## src/rtl/copperv_pkg.sv

```systemverilog
// Shared types for the copperv memory path: request/response structs and
// the arbiter's state and owner encodings.
package copperv_pkg;

  localparam int ARB_FIXED = 0;
  localparam int ARB_RR    = 1;

  typedef struct packed {
    logic [31:0] addr;
    logic [31:0] wr_data;
    logic        en;
    logic        we;
  } mem_cmd_t;

  typedef struct packed {
    logic [31:0] rd_data;
    logic        ready;
  } mem_rsp_t;

  typedef enum logic [1:0] {
    IDLE   = 2'd0,
    BUSY_I = 2'd1,
    BUSY_D = 2'd2
  } arb_state_t;

  typedef enum logic [1:0] {
    OWN_NONE   = 2'd0,
    OWN_IFETCH = 2'd1,
    OWN_DATA   = 2'd2
  } arb_owner_t;

endpackage

```

## src/rtl/copperv_arb_watchdog.sv

```systemverilog
// Wait-cycle counter for the memory arbiter; flags expiry once the count
// reaches TIMEOUT_CYCLES while enabled. TIMEOUT_CYCLES=0 disables expiry.
module copperv_arb_watchdog #(
  parameter int TIMEOUT_CYCLES = 256,
  parameter int CNT_W          = 9
) (
  input  logic i_clk,
  input  logic i_rst,
  input  logic i_clear,
  input  logic i_enable,
  input  logic i_count,
  output logic o_expire
);

  logic [CNT_W-1:0] r_cnt;

  // Saturating so a disabled watchdog can never wrap back into range.
  always_ff @(posedge i_clk) begin
    if (i_rst || i_clear) begin
      r_cnt <= '0;
    end else if (i_enable && i_count && (r_cnt != '1)) begin
      r_cnt <= r_cnt + 1'b1;
    end
  end

  generate
    if (TIMEOUT_CYCLES == 0) begin : g_off
      assign o_expire = 1'b0;
    end else begin : g_on
      assign o_expire = i_enable && (r_cnt == CNT_W'(TIMEOUT_CYCLES));
    end
  endgenerate

endmodule

```

## src/rtl/copperv_mem_arbiter.sv

```systemverilog
// Shares one memory port between instruction fetch and load/store.
// state  | meaning
// IDLE   | no owner, arbitrating pending requests
// BUSY_I | fetch owns the port, waiting for memory ready
// BUSY_D | load/store owns the port, waiting for memory ready
module copperv_mem_arbiter
  import copperv_pkg::*;
#(
  parameter int ARB_MODE       = 1,
  parameter int TIMEOUT_CYCLES = 256,
  parameter int CNT_W          = 9
) (
  input  logic       i_clk,
  input  logic       i_rst,
  input  mem_cmd_t   i_ifetch_cmd,
  output mem_rsp_t   o_ifetch_rsp,
  input  mem_cmd_t   i_data_cmd,
  output mem_rsp_t   o_data_rsp,
  output mem_cmd_t   o_mem_cmd,
  input  mem_rsp_t   i_mem_rsp,
  output logic [1:0] o_owner,
  output logic       o_timeout_err
);

  arb_state_t r_state;
  arb_state_t w_next;
  mem_cmd_t   r_mem_cmd;
  mem_cmd_t   w_sel_cmd;
  logic       r_rr_data;
  logic       w_busy;
  logic       w_conflict;
  logic       w_ready;
  logic       w_expire;
  logic       w_timeout;
  logic       w_done;
  logic       w_grant_i;
  logic       w_grant_d;

  assign w_busy     = (r_state != IDLE);
  assign w_conflict = i_ifetch_cmd.en && i_data_cmd.en;
  // A ready seen during reset is dropped; the transaction is being abandoned.
  assign w_ready    = w_busy && i_mem_rsp.ready && !i_rst;
  assign w_timeout  = w_expire && !i_mem_rsp.ready && !i_rst;
  assign w_done     = w_ready || w_timeout;

  copperv_arb_watchdog #(
    .TIMEOUT_CYCLES(TIMEOUT_CYCLES),
    .CNT_W         (CNT_W)
  ) u_watchdog (
    .i_clk   (i_clk),
    .i_rst   (i_rst),
    .i_clear (w_done || !w_busy),
    .i_enable(w_busy),
    .i_count (!i_mem_rsp.ready),
    .o_expire(w_expire)
  );

  always_comb begin
    w_grant_i = 1'b0;
    w_grant_d = 1'b0;
    if (r_state == IDLE) begin
      if (w_conflict) begin
        if ((ARB_MODE == ARB_RR) && !r_rr_data) begin
          w_grant_i = 1'b1;
        end else begin
          w_grant_d = 1'b1;
        end
      end else begin
        w_grant_i = i_ifetch_cmd.en;
        w_grant_d = i_data_cmd.en;
      end
    end
  end

  always_comb begin
    w_sel_cmd    = w_grant_d ? i_data_cmd : i_ifetch_cmd;
    w_sel_cmd.en = 1'b1;
  end

  always_ff @(posedge i_clk) begin
    if (i_rst) begin
      r_state <= IDLE;
    end else begin
      r_state <= w_next;
    end
  end

  always_comb begin
    w_next = r_state;
    case (r_state)
      IDLE: begin
        if (w_grant_d) begin
          w_next = BUSY_D;
        end else if (w_grant_i) begin
          w_next = BUSY_I;
        end
      end
      BUSY_I, BUSY_D: begin
        if (w_done) begin
          w_next = IDLE;
        end
      end
      default: w_next = IDLE;
    endcase
  end

  // r_rr_data set means the data requester wins the next conflict.
  always_ff @(posedge i_clk) begin
    if (i_rst) begin
      r_mem_cmd <= '0;
      r_rr_data <= 1'b0;
    end else begin
      if (w_grant_i || w_grant_d) begin
        r_mem_cmd <= w_sel_cmd;
      end else if (w_done) begin
        r_mem_cmd <= '0;
      end
      if ((ARB_MODE == ARB_RR) && (r_state == IDLE) && w_conflict) begin
        r_rr_data <= ~r_rr_data;
      end
    end
  end

  assign o_mem_cmd = r_mem_cmd;

  always_comb begin
    o_ifetch_rsp  = '0;
    o_data_rsp    = '0;
    o_owner       = OWN_NONE;
    o_timeout_err = w_timeout;
    case (r_state)
      BUSY_I: begin
        o_owner              = OWN_IFETCH;
        o_ifetch_rsp.ready   = w_done;
        o_ifetch_rsp.rd_data = w_ready ? i_mem_rsp.rd_data : 32'h0;
      end
      BUSY_D: begin
        o_owner            = OWN_DATA;
        o_data_rsp.ready   = w_done;
        o_data_rsp.rd_data = w_ready ? i_mem_rsp.rd_data : 32'h0;
      end
      default: ;
    endcase
  end

endmodule

```

## config.mk

```make
export PLATFORM = sky130hd
export DESIGN_NAME = copperv_mem_arbiter
export DESIGN_NICKNAME = d
export VERILOG_FILES = /design/src/rtl/copperv_pkg.sv /design/src/rtl/copperv_arb_watchdog.sv /design/src/rtl/copperv_mem_arbiter.sv
export SDC_FILE = /design/constraint.sdc
export NUM_CORES = 1
export LEC_CHECK = 0
export BUFFER_PORTS_ARGS = -buffer_cell sky130_fd_sc_hd__buf_2
export CAP_MARGIN = 20
export CORE_AREA = 4 4 115 117
export DETAILED_ROUTE_END_ITERATION = 10
export DIE_AREA = 0 0 119 121
export PLACE_DENSITY = 0.7
export REMOVE_ABC_BUFFERS = 1
export SYNTH_ARGS = -nofsm -noshare
export SYNTH_HDL_FRONTEND = slang
export SYNTH_SLANG_ARGS = --single-unit
export TNS_END_PERCENT = 10
```

## constraint.sdc

```tcl
create_clock -name i_clk -period 2.8 [get_ports i_clk]
set_input_delay 0.56 -clock i_clk [delete_from_list [all_inputs] [get_ports i_clk]]
set_output_delay 0.56 -clock i_clk [all_outputs]
set_load 0.005 [all_outputs]
```

== Word level (Yosys, flattened, before mapping) ==
Cells that the tools add are included.
Operators by class
  muxes and demuxes: 17
  div/mod/pow operators: 0
  bitwise operators: 1
  equal/unequal tests: 6
  reductions and logical operators: 21
  magnitude comparators: 0
  $add $sub $neg: 1
  multiply operators: 0
  shift operators: 0
Operator list (number)
  $mux W66: 3
  $mux W33: 2
  $mux W32: 1
  $add A9 B1 Y9 const B: 1
  $eq A9 B9 Y1 const B: 1
  $logic_and A1 B1 Y1: 9
  $ne A9 B9 Y1 const B: 1
  $pmux W2 S2: 2
  $mux W1: 6
  $mux W2: 3
  $logic_or A1 B1 Y1: 4
  $reduce_bool A2 Y1: 2
  $logic_not A1 Y1: 3
  $ne A3 B3 Y1 const B: 1
  $eq A2 B1 Y1 const B: 1
  $eq A2 B2 Y1 const B: 1
  $logic_not A2 Y1: 1
  $ne A2 B2 Y1 const B: 1
  $reduce_and A2 Y1: 1
  $reduce_or A2 Y1: 1
  $not A1 Y1: 1
Storage, ports and cells
  bits in read-only memories: 0
  output and inout port bits: 135
  latch bits: 0
  register bits after elaboration: 78
  RAM bits: 0
  memories kept: 0

== Longest topological paths before layout ==
Gate-level depths: netlist of run 1.
  depth in word-level cells: 7
  mapped depth: 10
  gate-level depth less buffers: 8

== Cells and area by module ==
Synthesis of run 1 repeated with hierarchy kept, for this count alone.
Second synthesis, totals
  cell total of the unflattened synthesis: 468
  area, all modules: 4180.3 sq um
Modules (own cells, without submodules)
  copperv_mem_arbiter: area an instance 3713.6 sq um, cells an instance 412, instances 1
  copperv_arb_watchdog: area an instance 466.7 sq um, cells an instance 56, instances 1

== Least setup slack after synthesis of run 1 ==
Ideal clock, no wire load.
  path kind: reg-to-output
  start point: register r_state[0]
  end point: output port o_data_rsp[10] (netlist bit)
  arrival time: 1.448 ns
  required time: 2.240 ns
  path slack: 0.792 ns
  cell stages (with the launch flop): 8
  path through: dfxtp_1 > inv_1 > ha_1 > buf_4 > nor2_1 > and3_1 > clkbuf_1 > and2_1
RTL lines
  from (decl): RTL line copperv_mem_arbiter.sv:25  | arb_state_t r_state;
  from (signal assigned): RTL line copperv_mem_arbiter.sv:84  | r_state <= w_next;
  to (decl): RTL line copperv_mem_arbiter.sv:18  | output mem_rsp_t o_data_rsp,

==> impl_metrics.json, run 1 <==
{
  "status": "finished clean",
  "hold_buffers": 0,
  "coreArea_um2": 12400,
  "rows": 41,
  "ant_nets": 0,
  "fin_crit_sh_pct": 94.0,
  "max_stage_delay_ns": 0.33,
  "synth_edf_count": 0,
  "ir_drop_mv": 0.317,
  "h-tree-depth": 3,
  "portBuffers": 301,
  "yosysMostFrequentCell": "dfxtp_1",
  "synth_ff_type": "dfxtp_1",
  "vias": 3991,
  "power_frac_seq_pct": 35.9,
  "start_util_pct": 34.3,
  "synth_area_um2": 4240,
  "cts_tree": "yes",
  "tightest_slew_ns": 0.672,
  "synth_top_area_share_pct": 36.8,
  "cts_made_buffers": 9,
  "final_area_um2": 6240,
  "initialDrtViolationCount": 82,
  "slew_headroom_pct": 54.9,
  "grt_max_degree": 49,
  "fp.dieW_um": 119,
  "async_reset_ff_share_pct": 0,
  "antenna_found_initial": 1,
  "multiInputGateArea_um2": 2420,
  "drive_gt1_share_pct": 57.2,
  "grtUsageTotal_pct": 17.7,
  "yosys.area.top_type": "dfxtp_1",
  "intPower_mw": 2.80,
  "yosys_register_bits": 78,
  "clockPowerShare_pct": 33.2,
  "critical_path_class": "flip-flop to primary output",
  "hold_path_class": "flip-flop to flip-flop",
  "clkTransAtPathRegs_ns": 0.06,
  "utilization_pct": 50.5,
  "yosys-top-cells-area": "dfxtp_1 37%, o2bb2ai_2 18%, mux2i_1 16%",
  "clock_path_buffers": 2,
  "grt_pass1_wl_um": 20300,
  "post-route-min-period_ns": 2.63,
  "via_per_inst": 4.68,
  "power_switching_mw": 1.23,
  "finalMaxSlewViolations": 0,
  "cp_cell_sequence": "inv_1 -> ha_1 -> nor2_1 -> and3_1 -> buf_4 -> and2_1 -> buf_2",
  "layout.nets": 848,
  "num-fill-cells": 1136,
  "drtPass1Iterations": 4,
  "placed_area_um2": 5890,
  "syn_area_per_cell_um2": 11.2,
  "cts-resized-gates": 0,
  "critPathTopFamily": "simple AND/OR/NAND/NOR gates",
  "fin_tns_setup_ns": 0,
  "root_buffer": "clkbuf_16",
  "critPathCaptureType": "primary output",
  "crit_path_max_fanout": 32,
  "path_buf_inv": 3,
  "overflow": 0,
  "worstPathRequired_ns": 2.24,
  "power_frac_comb_pct": 30.8,
  "grt_pass1_vias": 3985,
  "gp_congestion": 0.823,
  "drcViolationCount": 0,
  "post_cts_buffers": 0,
  "avgRoutedWirePerCell_um": 15.8,
  "die_y_um": 121,
  "syn_inst": 377,
  "synth_cell_type_count": 33,
  "finalSetupViolCount": 0,
  "cap_violations": 0,
  "cp_slowest_cell": "dfxtp_1",
  "finalHoldViolCount": 0,
  "max_freq_mhz": 380,
  "finalClockSkew_ns": 0.00825,
  "pre_cts_slack_ns": 0.521,
  "regArea_um2": 1560,
  "cts.sinks": 78,
  "synthToLayoutAreaGrowth_pct": 47.3,
  "rsz0062_at_grt": "false",
  "dpl.hpwl_um": 10900,
  "cellLeakagePower_nw": 3.42,
  "io_pins": 302,
  "synth_warnings": 0,
  "synth_commonest_cells": "78 x dfxtp_1, 66 x mux2i_1, 64 x and2_1",
  "die_area_um2": 14400,
  "wl_um": 13400,
  "clkLatencyLatePin_ns": 0.33,
  "start_kind": "flip-flop",
  "finalWorstSetupSlack_ns": 0.169,
  "p_sw_share_pct": 30.6,
  "crit_arrival_ns": 2.07,
  "power-per-cell-area_nw_per_um2": 646,
  "ys_seq_area_share_pct": 36.8
}
-- area by class of cell --
cell class              count  area share, %
diodes                      1         0.0401
multi-input cells         262           38.8
clock buffers              11           3.89
inverters                   6          0.361
well taps                 172           3.45
clock inverters             5           1.70
repair buffers            318           26.8
flip-flops and latches     78           25.0
-- worst paths after layout --
kind | from | end | slack, ns | cells after the start
setup / recovery | r_state[0] | o_data_rsp[20] | 0.17 | 7
hold reg to reg | o_mem_cmd[29] | o_mem_cmd[29] | 0.46 | 1
setup reg to reg | r_state[0] | o_mem_cmd[57] | 0.59 | 7
hold / removal | o_mem_cmd[29] | o_mem_cmd[29] | 0.46 | 1
-- state kept, by name (all words and copies together), names as in the netlist --
register,flops
u_watchdog.r_cnt,9
r_state,2
r_rr_data,1
o_mem_cmd,66
-- kinds of logic (layout without fill, tap and decap cells) --
group / count (synthesis) / after routing / share of synthesized area (%)
and+or+nand+nor: 104 / 104 / 14.7
AOI/OAI and AO/OA: 78 / 78 / 23.3
DFF: 78 / 78 / 36.8
muxes: 66 / 66 / 15.6
buffers and inverters: 37 / 340 / 6.20
xor gates and xnor gates: 8 / 8 / 1.65
adders and majority gates: 6 / 6 / 1.77
other: 0 / 1 / 0
-- cell usage in the layout (no fill, tap or decap), drive strengths merged, types with 2 or more instances in the layout --
| cell | count |
|---|---|
| buf | 318 |
| dfxtp | 78 |
| mux2i | 66 |
| o2bb2ai | 65 |
| and2 | 64 |
| nor2 | 13 |
| clkbuf | 11 |
| inv | 6 |
| and3 | 6 |
| nand2 | 6 |
| xor2 | 6 |
| ha | 6 |
| nand4 | 3 |
| nand3 | 3 |
| a21oi | 3 |
| o21ai | 3 |
| bufinv | 3 |
| o31ai | 3 |
| nor4b | 2 |
| a2111o | 2 |
| nand3b | 2 |
| xnor2 | 2 |
-- power by group through the flow --
stage	Sequential, mW	Clock, mW	Combinational (mW)
2_1_floorplan	1.48	0	0.684
3_3_place_gp	1.46	0	1.23
3_5_place_dp	1.46	0	1.26
4_1_cts	1.45	1.37	1.26
5_1_grt	1.48	1.42	1.34
6_report	1.45	1.34	1.24
-- per-stage QoR --
step	total power, mW	hold slack, ns	cells
after floorplan	2.16	0.456	346
after global placement	2.69	0.442	836
after detailed placement	2.72	0.449	836
after CTS	4.08	0.467	852
after global routing	4.23	0.479	853
final	4.04	0.464	853
-- routing by layer --
layer | GRT usage, % | part of all wire [%] | vias up
met1 | 19.7 | 38 | 1814
met4 | 6.44 | 2.1 | 0
li1 | - | - | 1965
met3 | 3.78 | 7.3 | 16
met5 | 0 | 0 | -
met2 | 33.0 | 52 | 196
No activity file was read; power rests on OpenSTA's default activity.
==> inputs of run 2 (changes only) <==
CTS_BUF_LIST = sky130_fd_sc_hd__clkbuf_4 sky130_fd_sc_hd__clkbuf_8 sky130_fd_sc_hd__clkbuf_16   (was not set)
==> run 2 against run 1 <==
- hold slack worse by 0.0013 ns
- global-route usage down 0.079 points
- clock power barely moved
- sequential share of layout area about the same
- cell area about the same
- non-clock buffer count is the same
- die area stayed put
- wire length is 0.67% lower
- critical endpoint unchanged
==> impl_metrics.json, run 2 (same netlist as run 1, synthesis figures left out) <==
{
  "slew_headroom_pct": 54.6,
  "final_common_cell": "buf_2",
  "clock_path_buffers": 2,
  "rsz0062_at_grt": "false",
  "grtUsageTotal_pct": 17.6,
  "layout.nets": 848,
  "hold_path_class": "flip-flop to flip-flop",
  "drive_gt1_share_pct": 57.4,
  "avgRoutedWirePerCell_um": 15.6,
  "die_y_um": 121,
  "grt_pass1_wl_um": 20200,
  "tightest_slew_ns": 0.681,
  "worstPathRequired_ns": 2.24,
  "clkLatencyLatePin_ns": 0.33,
  "max_freq_mhz": 380,
  "final_cell_mix": "301 x buf_2, 78 x dfxtp_1, 66 x mux2i_1, 64 x and2_1, 50 x o2bb2ai_2",
  "grt_max_degree": 49,
  "cellLeakagePower_nw": 3.43,
  "root_buffer": "clkbuf_16",
  "die_area_um2": 14400,
  "portBuffers": 301,
  "finalHoldViolCount": 0,
  "cap_violations": 0,
  "synthToLayoutAreaGrowth_pct": 47.4,
  "io_pins": 302,
  "critical_path_class": "flip-flop to primary output",
  "drtPass1Iterations": 4,
  "stdcell_count": 853,
  "coreArea_um2": 12400,
  "start_kind": "flip-flop",
  "overflow": 0,
  "num-fill-cells": 1134,
  "wl_um": 13300,
  "post_cts_buffers": 0,
  "h-tree-depth": 3,
  "hold_buffers": 0,
  "dp_cells": 836,
  "crit_arrival_ns": 2.07,
  "cts-resized-gates": 0,
  "ir_drop_mv": 0.334,
  "power-per-cell-area_nw_per_um2": 647,
  "status": "finished clean",
  "start_util_pct": 34.3,
  "via_per_inst": 4.66,
  "fin_crit_sh_pct": 93.9,
  "finalSetupViolCount": 0,
  "cts.sinks": 78,
  "crit_path_max_fanout": 32,
  "rows": 41,
  "cts_made_buffers": 9,
  "finalClockSkew_ns": 0.0103,
  "dpl.hpwl_um": 10900,
  "drcViolationCount": 0,
  "fp.dieW_um": 119,
  "finalMaxSlewViolations": 0,
  "ant_nets": 0,
  "antenna_found_initial": 1,
  "gp_congestion": 0.823,
  "post-route-min-period_ns": 2.63,
  "vias": 3974,
  "critPathCaptureType": "primary output",
  "cts_tree": "yes",
  "hold_slack_ns": 0.463,
  "largest_register_ffs": 66,
  "clkTransAtPathRegs_ns": 0.06,
  "grt_pass1_vias": 3975,
  "initialDrtViolationCount": 83
}
==> run 2: cell counts in the layout (fill, tap and decap cells not counted) <==
No cell type changed its count.
==> run 2: path summary, 6_finish.rpt <==
kind / from / end / slack, ns / depth (start not counted)
min reg2reg: o_mem_cmd[23] / o_mem_cmd[23] / 0.46 / 1
max: r_state[0] / o_data_rsp[20] / 0.17 / 7
min: o_mem_cmd[23] / o_mem_cmd[23] / 0.46 / 1
max reg2reg: r_state[0] / o_mem_cmd[57] / 0.59 / 7
==> run 2: metal layers <==
layer	routed length, um	track usage [%]
met3	966	3.87
met5	0	0
met2	7000	32.9
met1	5110	19.5
met4	280	6.44
==> run 2: layout make-up <==
| class | instances | area (um^2) | area share, % |
|---|---|---|---|
| Timing Repair Buffer | 318 | 1670 | 26.8 |
| Tap cell | 172 | 215 | 3.44 |
| Inverter | 6 | 22.5 | 0.360 |
| Clock inverter | 5 | 106 | 1.70 |
| Antenna cell | 1 | 2.50 | 0.0400 |
| Sequential cell | 78 | 1560 | 25.0 |
| Clock buffer | 11 | 246 | 3.94 |
| Multi-Input combinational cell | 262 | 2420 | 38.8 |
==> run 2: metrics by stage <==
step           power [mW]  utilization (%)  cell area, um^2  worst slack (ns)  setup TNS (ns)
3_5_place_dp         2.72             47.7             5890             0.521               0
3_3_place_gp         2.69             47.7             5890             0.601               0
2_1_floorplan        2.16                -             4000            -0.615          -38.68
4_1_cts              4.09             50.5             6250             0.159               0
6_report             4.04             50.5             6250             0.171               0
5_1_grt              4.24             50.5             6250            0.0110               0
==> run 2: worst max-delay path, cell delays in order (launching register included) <==
cell and delay (ns):
dfxtp_1 0.33, inv_1 0.08, ha_1 0.33, nor2_1 0.23, and3_1 0.19, buf_4 0.23, and2_1 0.21, buf_2 0.13
==> run 2: where the power goes <==
group	switching, mW	total (mW)	internal [mW]
Sequential	0.135	1.45	1.31
Clock	0.446	1.35	0.907
Combinational	0.651	1.24	0.592
Total	1.23	4.04	2.81
==> inputs of run 3 (changes only) <==
CTS_BUF_LIST = not set   (was sky130_fd_sc_hd__clkbuf_4 sky130_fd_sc_hd__clkbuf_8 sky130_fd_sc_hd__clkbuf_16)
SETUP_SLACK_MARGIN = 0.4   (was not set)
==> run 3 against run 2 <==
- core utilization grew 0.54 points
- cell area up 1.1%
- sequential cell count stayed put
- final cell count increased by 0.47%
- largest cell class unchanged
- hold slack better by 0.0013 ns
- highest routed layer unchanged
- clock skew is 0.00071 ns lower
- via count up 1.5%
- clock power is essentially flat
==> impl_metrics.json, run 3 (same netlist as run 1, synthesis figures left out) <==
{
  "min_path_cells": 1,
  "grtUsageMet3_pct": 3.82,
  "regArea_um2": 1560,
  "grt_pass1_wl_um": 20600,
  "ir_drop_mv": 0.317,
  "hold_slack_ns": 0.464,
  "synthToLayoutAreaGrowth_pct": 49.0,
  "antenna_found_initial": 1,
  "coreArea_um2": 12400,
  "finalSetupViolCount": 0,
  "worstReg2RegStart": "r_state[1]",
  "cts_made_buffers": 9,
  "r2r_end": "o_mem_cmd[57]",
  "pre_cts_slack_ns": 0.521,
  "cts.sinks": 78,
  "cellLeakagePower_nw": 3.44,
  "power-per-cell-area_nw_per_um2": 648,
  "drtPass1Iterations": 4,
  "cap_violations": 0,
  "whs_endpoint": "o_mem_cmd[29]",
  "final_common_cell": "buf_2",
  "grt_util_met2_pct": 33.6,
  "drive_gt1_share_pct": 57.9,
  "finalMaxSlewViolations": 0,
  "slew_headroom_pct": 54.6,
  "rrSetupSlack_ns": 0.64,
  "vias": 4035,
  "grtUsageTotal_pct": 17.9,
  "largest_register_ffs": 66,
  "drcViolationCount": 0,
  "fin_crit_sh_pct": 82.7,
  "die_y_um": 121,
  "post-route-min-period_ns": 2.32,
  "cp_cell_sequence": "inv_1 -> ha_4 -> nor2_4 -> and3_4 -> buf_6 -> and2_1 -> buf_2",
  "wl_um": 13600,
  "io_pins": 302,
  "overflow": 0,
  "reg2regPathDepth": 8,
  "cp_slowest_cell": "dfxtp_1",
  "dpl.hpwl_um": 10900,
  "cts_tree": "yes",
  "gp_congestion": 0.823,
  "clkLatencyLatePin_ns": 0.33,
  "max_stage_delay_ns": 0.33,
  "worstPathRequired_ns": 2.24,
  "tightest_slew_ns": 0.677,
  "clock_path_buffers": 2,
  "avgRoutedWirePerCell_um": 15.9,
  "crit_path_max_fanout": 16,
  "dp_cells": 836,
  "grt_pass1_vias": 4034,
  "h-tree-depth": 3,
  "crit_arrival_ns": 1.76,
  "clkTransAtPathRegs_ns": 0.06,
  "rows": 41,
  "num-fill-cells": 1128,
  "critical_path_class": "flip-flop to primary output",
  "start_util_pct": 34.3,
  "via_per_inst": 4.71,
  "grt_max_degree": 49,
  "rsz0062_at_grt": "false",
  "portBuffers": 301,
  "finalHoldViolCount": 0,
  "die_area_um2": 14400,
  "finalWorstSetupSlack_ns": 0.484,
  "start_kind": "flip-flop",
  "status": "finished clean",
  "utilization_pct": 51.1,
  "stdcell_count": 857,
  "fp.dieW_um": 119,
  "hp-start": "o_mem_cmd[29]",
  "layout.nets": 852,
  "max_freq_mhz": 432,
  "grt.busiest_layer": "met2",
  "initialDrtViolationCount": 97,
  "hold_path_class": "flip-flop to flip-flop",
  "finalClockSkew_ns": 0.00958,
  "multiInputGateArea_um2": 2450,
  "critPathCaptureType": "primary output",
  "root_buffer": "clkbuf_16",
  "ant_nets": 0,
  "final_cell_mix": "301 x buf_2, 78 x dfxtp_1, 66 x mux2i_1, 64 x and2_1, 50 x o2bb2ai_2",
  "grt_use_met1_pct": 19.6
}
## run 3: changes by cell type in the layout (fill, tap and decap cells not counted)
cell,delta
clkbuf_1,+1
ha_1,-1
nor2_4,+1
and3_4,+1
and3_1,-1
ha_4,+1
buf_8,+1
buf_6,+2
clkbuf_4,-1
nor2_1,-1
buf_4,+1
## run 3: where the power goes
group / switching [mW] / internal [mW] / total [mW] / leakage [nW]
clock network: 0.448 / 0.897 / 1.34 / 0.166
registers: 0.136 / 1.31 / 1.45 / 0.642
logic: 0.665 / 0.630 / 1.30 / 2.64
## run 3: routing by layer
metal	wire, um	vias to the layer above
met2	7150	206
met3	976	20
met5	0	-
met1	5140	1835
li1	-	1974
met4	334	0
## run 3: metrics by stage
stage / total power, mW / cell area (um^2) / setup TNS [ns]
global placement: 2.69 / 5890 / 0
floorplan: 2.16 / 4000 / -38.68
finish: 4.09 / 6310 / 0
global route: 4.29 / 6310 / 0
detailed placement: 2.72 / 5890 / 0
CTS: 4.10 / 6280 / 0
## run 3: cell type report
class | count | share of cell area, %
Sequential cell | 78 | 24.7
Antenna cell | 1 | 0.0396
Clock inverter | 5 | 1.68
Timing Repair Buffer | 322 | 27.2
Inverter | 6 | 0.357
Clock buffer | 11 | 3.84
Tap cell | 172 | 3.41
Multi-Input combinational cell | 262 | 38.8
## run 3: worst max-delay path by stage
stage          cells after the start          start             end
2_1_floorplan                      3  i_data_cmd[1]   o_mem_cmd[18]
3_3_place_gp                       7     r_state[0]  o_data_rsp[20]
3_5_place_dp                       7     r_state[0]  o_data_rsp[20]
4_1_cts                            7     r_state[1]  o_data_rsp[20]
5_1_grt                            7     r_state[0]  o_data_rsp[20]
6_report                           7     r_state[1]  o_data_rsp[20]
## run 3: what timing repair did
item | in CTS | in global routing
endpoints found under the hold margin | 0 | 0
cloned | 1 | 0
buffers inserted | 0 | 3
setup endpoints to repair | 64 | 64
resized for setup | 8 | 3
pin swaps | 0 | 1
hold buffers | 0 | 0
## run 3: worst max-delay path: cells and delay by family (launching register included)
family        cells  cell delay (ns)
flops             1             0.33
fa+ha+maj         1             0.20
buf+inv           3             0.37
simple gates      3             0.52
